## src/rtl/cordic_sqrt_result_buffer.sv

```systemverilog
// cordic_sqrt_result_buffer: tagged FIFO for CORDIC sqrt results with issue credit; SQRT_RBUF_STATS_EN enables result/drop counters
module cordic_sqrt_result_buffer #(
    parameter int DATA_WIDTH = 18,
    parameter int DEPTH      = 8,
    parameter int TAG_WIDTH  = 4,
    parameter int CNT_WIDTH  = 16
) (
    input  logic                  clk,
    input  logic                  rst_n,
    input  logic                  start_in,
    input  logic                  done_in,
    input  logic [DATA_WIDTH-1:0] sqrt_in,
    output logic                  issue_ok,
    output logic                  m_valid,
    input  logic                  m_ready,
    output logic [DATA_WIDTH-1:0] m_data,
    output logic [TAG_WIDTH-1:0]  m_tag,
    output logic                  overflow,
    output logic [CNT_WIDTH-1:0]  result_cnt,
    output logic [CNT_WIDTH-1:0]  drop_cnt
);
    localparam int AW = $clog2(DEPTH);
    localparam int CW = AW + 1;
    localparam logic [CW-1:0] FULL = CW'(DEPTH);

    logic [DATA_WIDTH+TAG_WIDTH-1:0] mem [DEPTH];
    logic [AW-1:0] wr_ptr, rd_ptr, rd_ptr_n;
    logic [CW-1:0] count, count_n, inflight, inflight_n;
    logic [TAG_WIDTH-1:0] tag;
    logic pop, push, drop;

    assign m_valid  = count != '0;
    assign issue_ok = ({1'b0, count} + {1'b0, inflight}) < {1'b0, FULL};
    assign pop      = m_valid & m_ready;
    assign push     = done_in & ((count != FULL) | pop);
    assign drop     = done_in & ~push;
    assign rd_ptr_n = rd_ptr + AW'(pop);

    always_comb begin
        count_n    = count + CW'(push) - CW'(pop);
        inflight_n = (start_in && !done_in && inflight != FULL) ? inflight + CW'(1) :
                     (!start_in && done_in && inflight != '0)   ? inflight - CW'(1) : inflight;
    end

    always_ff @(posedge clk)
        if (push) mem[wr_ptr] <= {sqrt_in, tag};

    always_ff @(posedge clk or negedge rst_n) begin
        if (!rst_n) begin
            wr_ptr   <= '0;
            rd_ptr   <= '0;
            count    <= '0;
            inflight <= '0;
            tag      <= '0;
            overflow <= 1'b0;
            m_data   <= '0;
            m_tag    <= '0;
        end else begin
            wr_ptr   <= wr_ptr + AW'(push);
            rd_ptr   <= rd_ptr_n;
            count    <= count_n;
            inflight <= inflight_n;
            tag      <= tag + TAG_WIDTH'(push);
            overflow <= overflow | drop;
            // head register: a fresh write lands in the head slot when the FIFO drains to it
            if (count_n != '0)
                {m_data, m_tag} <= (push && wr_ptr == rd_ptr_n) ? {sqrt_in, tag} : mem[rd_ptr_n];
        end
    end

`ifdef SQRT_RBUF_STATS_EN
    always_ff @(posedge clk or negedge rst_n) begin
        if (!rst_n) begin
            result_cnt <= '0;
            drop_cnt   <= '0;
        end else begin
            if (push && result_cnt != '1) result_cnt <= result_cnt + CNT_WIDTH'(1);
            if (drop && drop_cnt != '1) drop_cnt <= drop_cnt + CNT_WIDTH'(1);
        end
    end
`else
    assign result_cnt = '0;
    assign drop_cnt   = '0;
`endif

endmodule

```

## config.mk

```make
export PLATFORM = sky130hd
export DESIGN_NAME = cordic_sqrt_result_buffer
export DESIGN_NICKNAME = d
export VERILOG_FILES = /design/src/rtl/cordic_sqrt_result_buffer.sv
export SDC_FILE = /design/constraint.sdc
export NUM_CORES = 1
export LEC_CHECK = 0
export CELL_PAD_IN_SITES_DETAIL_PLACEMENT = 1
export CELL_PAD_IN_SITES_GLOBAL_PLACEMENT = 1
export CORE_MARGIN = 3
export CORE_UTILIZATION = 45
export CTS_CLUSTER_SIZE = 10
export DETAILED_ROUTE_END_ITERATION = 12
export HOLD_SLACK_MARGIN = 0.03
export MAX_ROUTING_LAYER = met4
export PLACE_DENSITY_LB_ADDON = 0.1
export RECOVER_POWER = 50
export SETUP_SLACK_MARGIN = 0.5
export SLEW_MARGIN = 20
export SYNTH_ARGS = -nofsm -noshare
export SYNTH_HDL_FRONTEND = slang
export SYNTH_SLANG_ARGS = --single-unit
```

## constraint.sdc

```tcl
create_clock -name clk -period 4.3 [get_ports clk]
set_input_delay 1.075 -clock clk [delete_from_list [all_inputs] [get_ports clk]]
set_output_delay 1.075 -clock clk [all_outputs]
set_load 0.05 [all_outputs]
```

# Yosys cells after proc, flatten, opt, wreduce, memory -nomap -nowiden
# Memories as Yosys holds them, arrays and structs flattened. A register that Yosys moved wholly into a read port is not among the register bits.
# Cells that the tools add are included.
[totals] ff_bits=19 out_inout_bits=57 n_memories=1 word_cells=39 ram_bits=176
[classes] n_bitwise=6 n_mux=4 n_eq_ne=2 n_reduce_logical=11 order_cmp=1 n_addsub=8
[memory_table] name="mem" depth=8 width=22 read_ports=1 rd_clocked_by_memory_dff=1 wr=1 line_no="26" text="logic [DATA_WIDTH+TAG_WIDTH-1:0] mem [DEPTH];"
[op_table] operator="$reduce_bool 4->1" count=3
[op_table] operator="$add 4x1->4" count=2
[op_table] operator="$mux 4" count=2
[op_table] operator="$ne 4x4->1 const B" count=2
[op_table] operator="$add 3x1->3" count=2
[op_table] operator="$add 4x4->5" count=1
[op_table] operator="$lt 5x4->1 const B" count=1
[op_table] operator="$add 4x1->4 const B" count=1
[op_table] operator="$logic_and 1x1->1" count=4
[op_table] operator="$sub 4x1->4" count=1
[op_table] operator="$sub 4x1->4 const B" count=1
[op_table] operator="$and 1x1->1" count=3
[op_table] operator="$logic_not 1->1" count=3
[op_table] operator="$mux 1" count=2
[op_table] operator="$or 1x1->1" count=2
[op_table] operator="$reduce_bool 2->1" count=1
[op_table] operator="$not 1->1" count=1

# Longest topological paths before layout
[logic_depth] word_depth=7 ltp_mapped=14

# Worst setup path after synthesis
# Ideal clock, no wire load.
[synth_timing] path_kind="reg2out" startpoint="register inflight[1]" endpoint="output issue_ok" t_arrival_ns=3.415 path_slack_ns=-0.190 path_stages_with_launch=4 required_ns=3.225 cell_sequence="dfrtp_1 ha_1 a31o_2 a2111oi_0"
[synth_via] elab_chain_cells=2
[synth_lines] item="from (decl)" line_no="28" text="logic [CW-1:0] count, count_n, inflight, inflight_n;"
[synth_lines] item="from (signal assigned)" line_no="62" text="inflight <= inflight_n;"
[synth_lines] item="$add 4x4->5" line_no="33" text="assign issue_ok = ({1'b0, count} + {1'b0, inflight}) < {1'b0, FULL};"
[synth_lines] item="$lt 5x4->1" line_no="33"
[synth_lines] item="to (decl)" line_no="13" text="output logic issue_ok,"
# Every way passes these cells.

# Worst setup path in the final report
[layout_timing] startpoint="input done_in" endpoint="register m_data[15], read port of mem"
[layout_via] elab_chain_cells=4
[layout_lines] item="from (decl)" line_no="11" text="input logic done_in,"
[layout_lines] item="$and 1x1->1" line_no="35" text="assign push = done_in & ((count != FULL) | pop);"
[layout_lines] item="$add 4x1->4" line_no="40" text="count_n = count + CW'(push) - CW'(pop);"
[layout_lines] item="$sub 4x1->4" line_no="40"
[layout_lines] item="net count_n[2]" line_no="28"
[layout_lines] item="$reduce_bool 4->1" line_no="66" text="if (count_n != '0)"
[layout_lines] item="to (decl)" line_no="16" text="output logic [DATA_WIDTH-1:0] m_data,"
# The timed path passes the listed nets, and every way through them passes these cells.
# A chain may end at the register's enable or synchronous reset.

==> flow_results.org <==
** Run status
- Status :: finished with violations
- Failing checks :: max-capacitance violations, max-slew violations

** Yosys
- Synthesized area per cell :: 18.6 um2
- Combinational family with the most area after synthesis :: multiplexers
- After technology mapping, the gate count stands at 483.
- Yosys mapped the design onto 41 distinct sky130hd cell types.
- Fraction of the yosys area taken by sequential cells :: 0.701
- Of the total synthesized cell area, the portion taken by XOR and XNOR cells is 0.0128.
- The compound-cell area share of the yosys netlist came to 0.0234.
- Of the total synthesized cell area, the portion taken by full adders, half adders and majority gates is 0.0267.
- Of the post-synthesis cell area, the part taken by muxes is 0.165.
- Area share of and/or/nand/nor cells after synthesis :: 0.0295
- Number of warnings reported in the yosys synthesis log :: 0
- Synthesis inferred 217 register bits.
- The cell area that synthesis handed to floorplanning was 9000 um2.

** Timing
- At the pin with the least slew margin, the transition time is 2.57 ns.
- Hold is met by 0.475 ns.
- Fin Setup TNS :: 0 ns
- The worst pin sits at a relative slew slack of -0.715.
- Setup repair after global routing left no endpoint under its margin.
- Final Max Slew Viols :: 42
- Endpoints failing hold :: 0
- Static timing analysis puts the maximum clock frequency at 267 MHz.
- On the final layout, the worst clock skew is 0.00944 ns.
- Final critical path time including I/O delays and setup :: 3.74 ns
- Ratio of final minimum period to clock period :: 0.871
- Total setup violations reported at the end of the flow :: 0

** Final layout
- In the final layout, the share of cells above drive strength 1 is 0.215.
- The area growth from synthesis to layout is 16.6%.
- Most common cell after layout, fill and taps aside :: sky130_fd_sc_hd__edfxtp_1
- The finished cells cover 10,500 um2.
- Net count, final :: 594
- Measured on the finished design, the core utilization comes to 0.538.
- Commonest cells after routing, fill and taps aside :: 176 x sky130_fd_sc_hd__edfxtp_1, 44 x sky130_fd_sc_hd__mux4_2, 41 x sky130_fd_sc_hd__dfrtp_1, 32 x sky130_fd_sc_hd__conb_1, 26 x sky130_fd_sc_hd__nand2_1

** Clock network
- For the worst-skew pair, the clock arrives at the later sink with an insertion delay of 0.51 ns.
- Clock root buffer :: sky130_fd_sc_hd__clkbuf_16
- Number of buffers added to fix hold violations after cts :: 0
- TritonCTS built the clock tree.
- Longest Clk Path Bufs :: 3
- CTS built an H-tree with a depth of 1.
- After clock tree synthesis, the clock-pin slew on the worst setup and hold paths is 0.06 ns.
- Number of clock buffers inserted by TritonCTS :: 25
- Clock sink count :: 217
- Buffers added to address setup during post-CTS repair amount to 0.

** Route
- Once detail routing completed, the nets flagged for antenna violations numbered 0.
- Residual DRC count :: 0
- The detailed router placed 4,495 vias in this run.
- Using the TritonRoute via totals, the vias-per-cell ratio works out to 5.37.
- Final Routed Wirelength :: 18,800 um
- Count of TritonRoute iterations in the first routing pass :: 4
- Routed WL per cell :: 22.5 um
- In this run, the number of DRC markers left after iteration 0 of detailed routing was 342.

** Critical path
- Crit Path Category :: input pin to flip-flop
- Along the worst path, the maximum fanout reaches 44.
- Data required time of the worst path :: 4.73 ns
- Type of element capturing the critical path :: flip-flop
- Critical path data arrival time :: 4.18 ns
- Type of origin of the critical path :: input pin

** Pwr
- Sequential group share of total power :: 0.361
- Summed over all cells, the static leakage comes to 0.00360 uW.
- Logic pwr share :: 0.422
- Dividing total power by cell area gives a power density of 822 nW/um2.
- Worst supply voltage drop on vdd :: 0.438 mV
- Net switching share of the total power :: 0.358
- Cell internal power was estimated by the tool at 5540 uW.
- Total Power :: 8630 uW
- Of the total power, the clock network draws 0.217.
- In this run the power spent charging and discharging nets is 3090 uW.

** Worst hold path
- Hold/Removal Path Class :: flip-flop to flip-flop

** Floorplanning
- Row generation in the floorplan step produced 51 rows.
- The floorplan step set the die width to 147 um.
- Core Area :: 19,500 um2
- Area of the die :: 21,700 um2
- The initial utilization of the core area, before any placement, comes to 0.461.
- Ports placed on the boundary :: 80
- Floorplan die height :: 147 um

** Placed design
- Routability-driven placement finished with a final weighted congestion of 0.692.
- Quantity of I/O buffers inserted on ports :: 47
- HPWL after detailed placement :: 10,700 um
- Area of placed instances :: 9790 um2

** Global route
- Number of antenna violations at the first check in global routing :: 1
- Maximum number of pins on one net before global-route repair :: 47
- Via count of the first global-routing pass :: 5,012
- Wire length of the first global-routing pass :: 29,600 um
- Summed over all layers, the global routing overflow is 0.
- Global Route Usage Sum :: 0.183

** Flow run
- Max-cap violations in this run came to 1.
-- routing by layer --
layer  GRT usage  share of wire  vias to the layer above
li1            -              -                     1979
met1       0.240           0.44                     2394
met2       0.308           0.51                       90
met3      0.0276          0.032                       32
met4      0.0396          0.020                        0
met5           -              0                        -
-- cell type report --
| class | instances | area [um2] |
|---|---|---|
| Tap cell | 265 | 332 |
| Multi-Input combinational cell | 238 | 2480 |
| Antenna cell | 1 | 2.50 |
| Clock inverter | 2 | 12.5 |
| Inverter | 7 | 26.3 |
| Clock buffer | 43 | 693 |
| Sequential cell | 217 | 6310 |
| Fill cell | 1834 | 9030 |
| Timing Repair Buffer | 64 | 641 |
-- cells by family (layout without fill, tap and decap cells) --
| family | after synthesis | count (layout) |
|---|---|---|
| XOR/XNOR | 11 | 11 |
| AO/OA/AOI/OAI | 36 | 36 |
| other | 1 | 33 |
| adder cells (fa/ha/maj) | 18 | 18 |
| flip-flops | 217 | 217 |
| buffers and inverters | 59 | 116 |
| AND/OR/NAND/NOR | 51 | 51 |
| multiplexers | 90 | 90 |
-- cell usage after synthesis (all sizes together) --
cell type / instances / share of area
nand2b: 2 / 0.0014
nor4: 4 / 0.0044
dfrtp: 41 / 0.11
a2111oi: 1 / 0.00097
o31ai: 1 / 0.00083
mux2i: 22 / 0.024
nor2: 5 / 0.0021
a211o: 1 / 0.00097
a41o: 1 / 0.0011
buf: 41 / 0.033
mux4: 44 / 0.11
inv: 7 / 0.0029
ha: 16 / 0.022
nor4b: 4 / 0.0039
fa: 2 / 0.0044
conb: 1 / 0.00042
a21oi: 3 / 0.0017
nand4b: 1 / 0.00097
mux2: 24 / 0.030
a21o: 3 / 0.0025
nor2b: 1 / 0.00070
o21ai: 24 / 0.013
clkbuf: 9 / 0.0038
xor2: 7 / 0.0068
nand2: 26 / 0.011
xnor2: 4 / 0.0060
nor3b: 2 / 0.0017
nand3: 2 / 0.0011
dlygate4sd1: 2 / 0.0019
nor3: 3 / 0.0017
and3: 1 / 0.00070
a31o: 2 / 0.0019
edfxtp: 176 / 0.59
-- sequential cells by signal, summed over array words and instances (netlist names) --
signal / count
m_data: 18
overflow: 1
mem: 176
wr_ptr: 3
m_tag: 4
tag: 4
count: 4
inflight: 4
rd_ptr: 3
-- metrics by stage --
stage	worst slack [ns]	std cells
5_1_grt	0.333	837
2_1_floorplan	0.0447	514
3_3_place_gp	0.464	791
6_report	0.557	837
4_1_cts	0.667	836
3_5_place_dp	0.260	791
-- worst max-delay path, cell delays in order --
cell	delay, ns
sky130_fd_sc_hd__dlygate4sd3_1	0.62
sky130_fd_sc_hd__inv_1	0.15
sky130_fd_sc_hd__a31o_1	0.39
sky130_fd_sc_hd__o21ai_0	0.17
sky130_fd_sc_hd__ha_1	0.24
sky130_fd_sc_hd__fa_1	0.40
sky130_fd_sc_hd__xor2_1	0.21
sky130_fd_sc_hd__nor4b_1	0.28
sky130_fd_sc_hd__mux2_2	0.24
sky130_fd_sc_hd__buf_12	0.22
sky130_fd_sc_hd__nand2_1	0.09
sky130_fd_sc_hd__o21ai_1	0.08
-- path summary, 6_finish.rpt --
kind | startpoint | end | slack, ns | depth (start not counted)
setup / recovery | done_in | m_data[15]$_DFFE_PN0P_ | 0.56 | 12
hold / removal | overflow$_DFF_PN0_ | overflow$_DFF_PN0_ | 0.48 | 1
setup reg to reg | count[2]$_DFF_PN0_ | m_data[15]$_DFFE_PN0P_ | 1.10 | 13
hold reg to reg | overflow$_DFF_PN0_ | overflow$_DFF_PN0_ | 0.48 | 1
max in group asynchronous | rst_n | m_tag[2]$_DFFE_PN0P_ | 1.47 | 1
min in group asynchronous | rst_n | overflow$_DFF_PN0_ | 1.36 | 1
-- power by group through the flow --
stage,clock (uW),combinational (uW),sequential (uW)
after floorplan,0,2330,3450
after global placement,0,3600,3130
after detailed placement,0,3710,3160
after CTS,1910,3720,3130
after global routing,2020,3930,3170
final,1870,3640,3120
-- timing repair --
action | in CTS | in global routing
resized for setup | 1 | 0
endpoints found under the hold margin | 0 | 0
setup endpoints to repair | 1 | 0
Note: power is estimated with default switching activity, not from simulation.
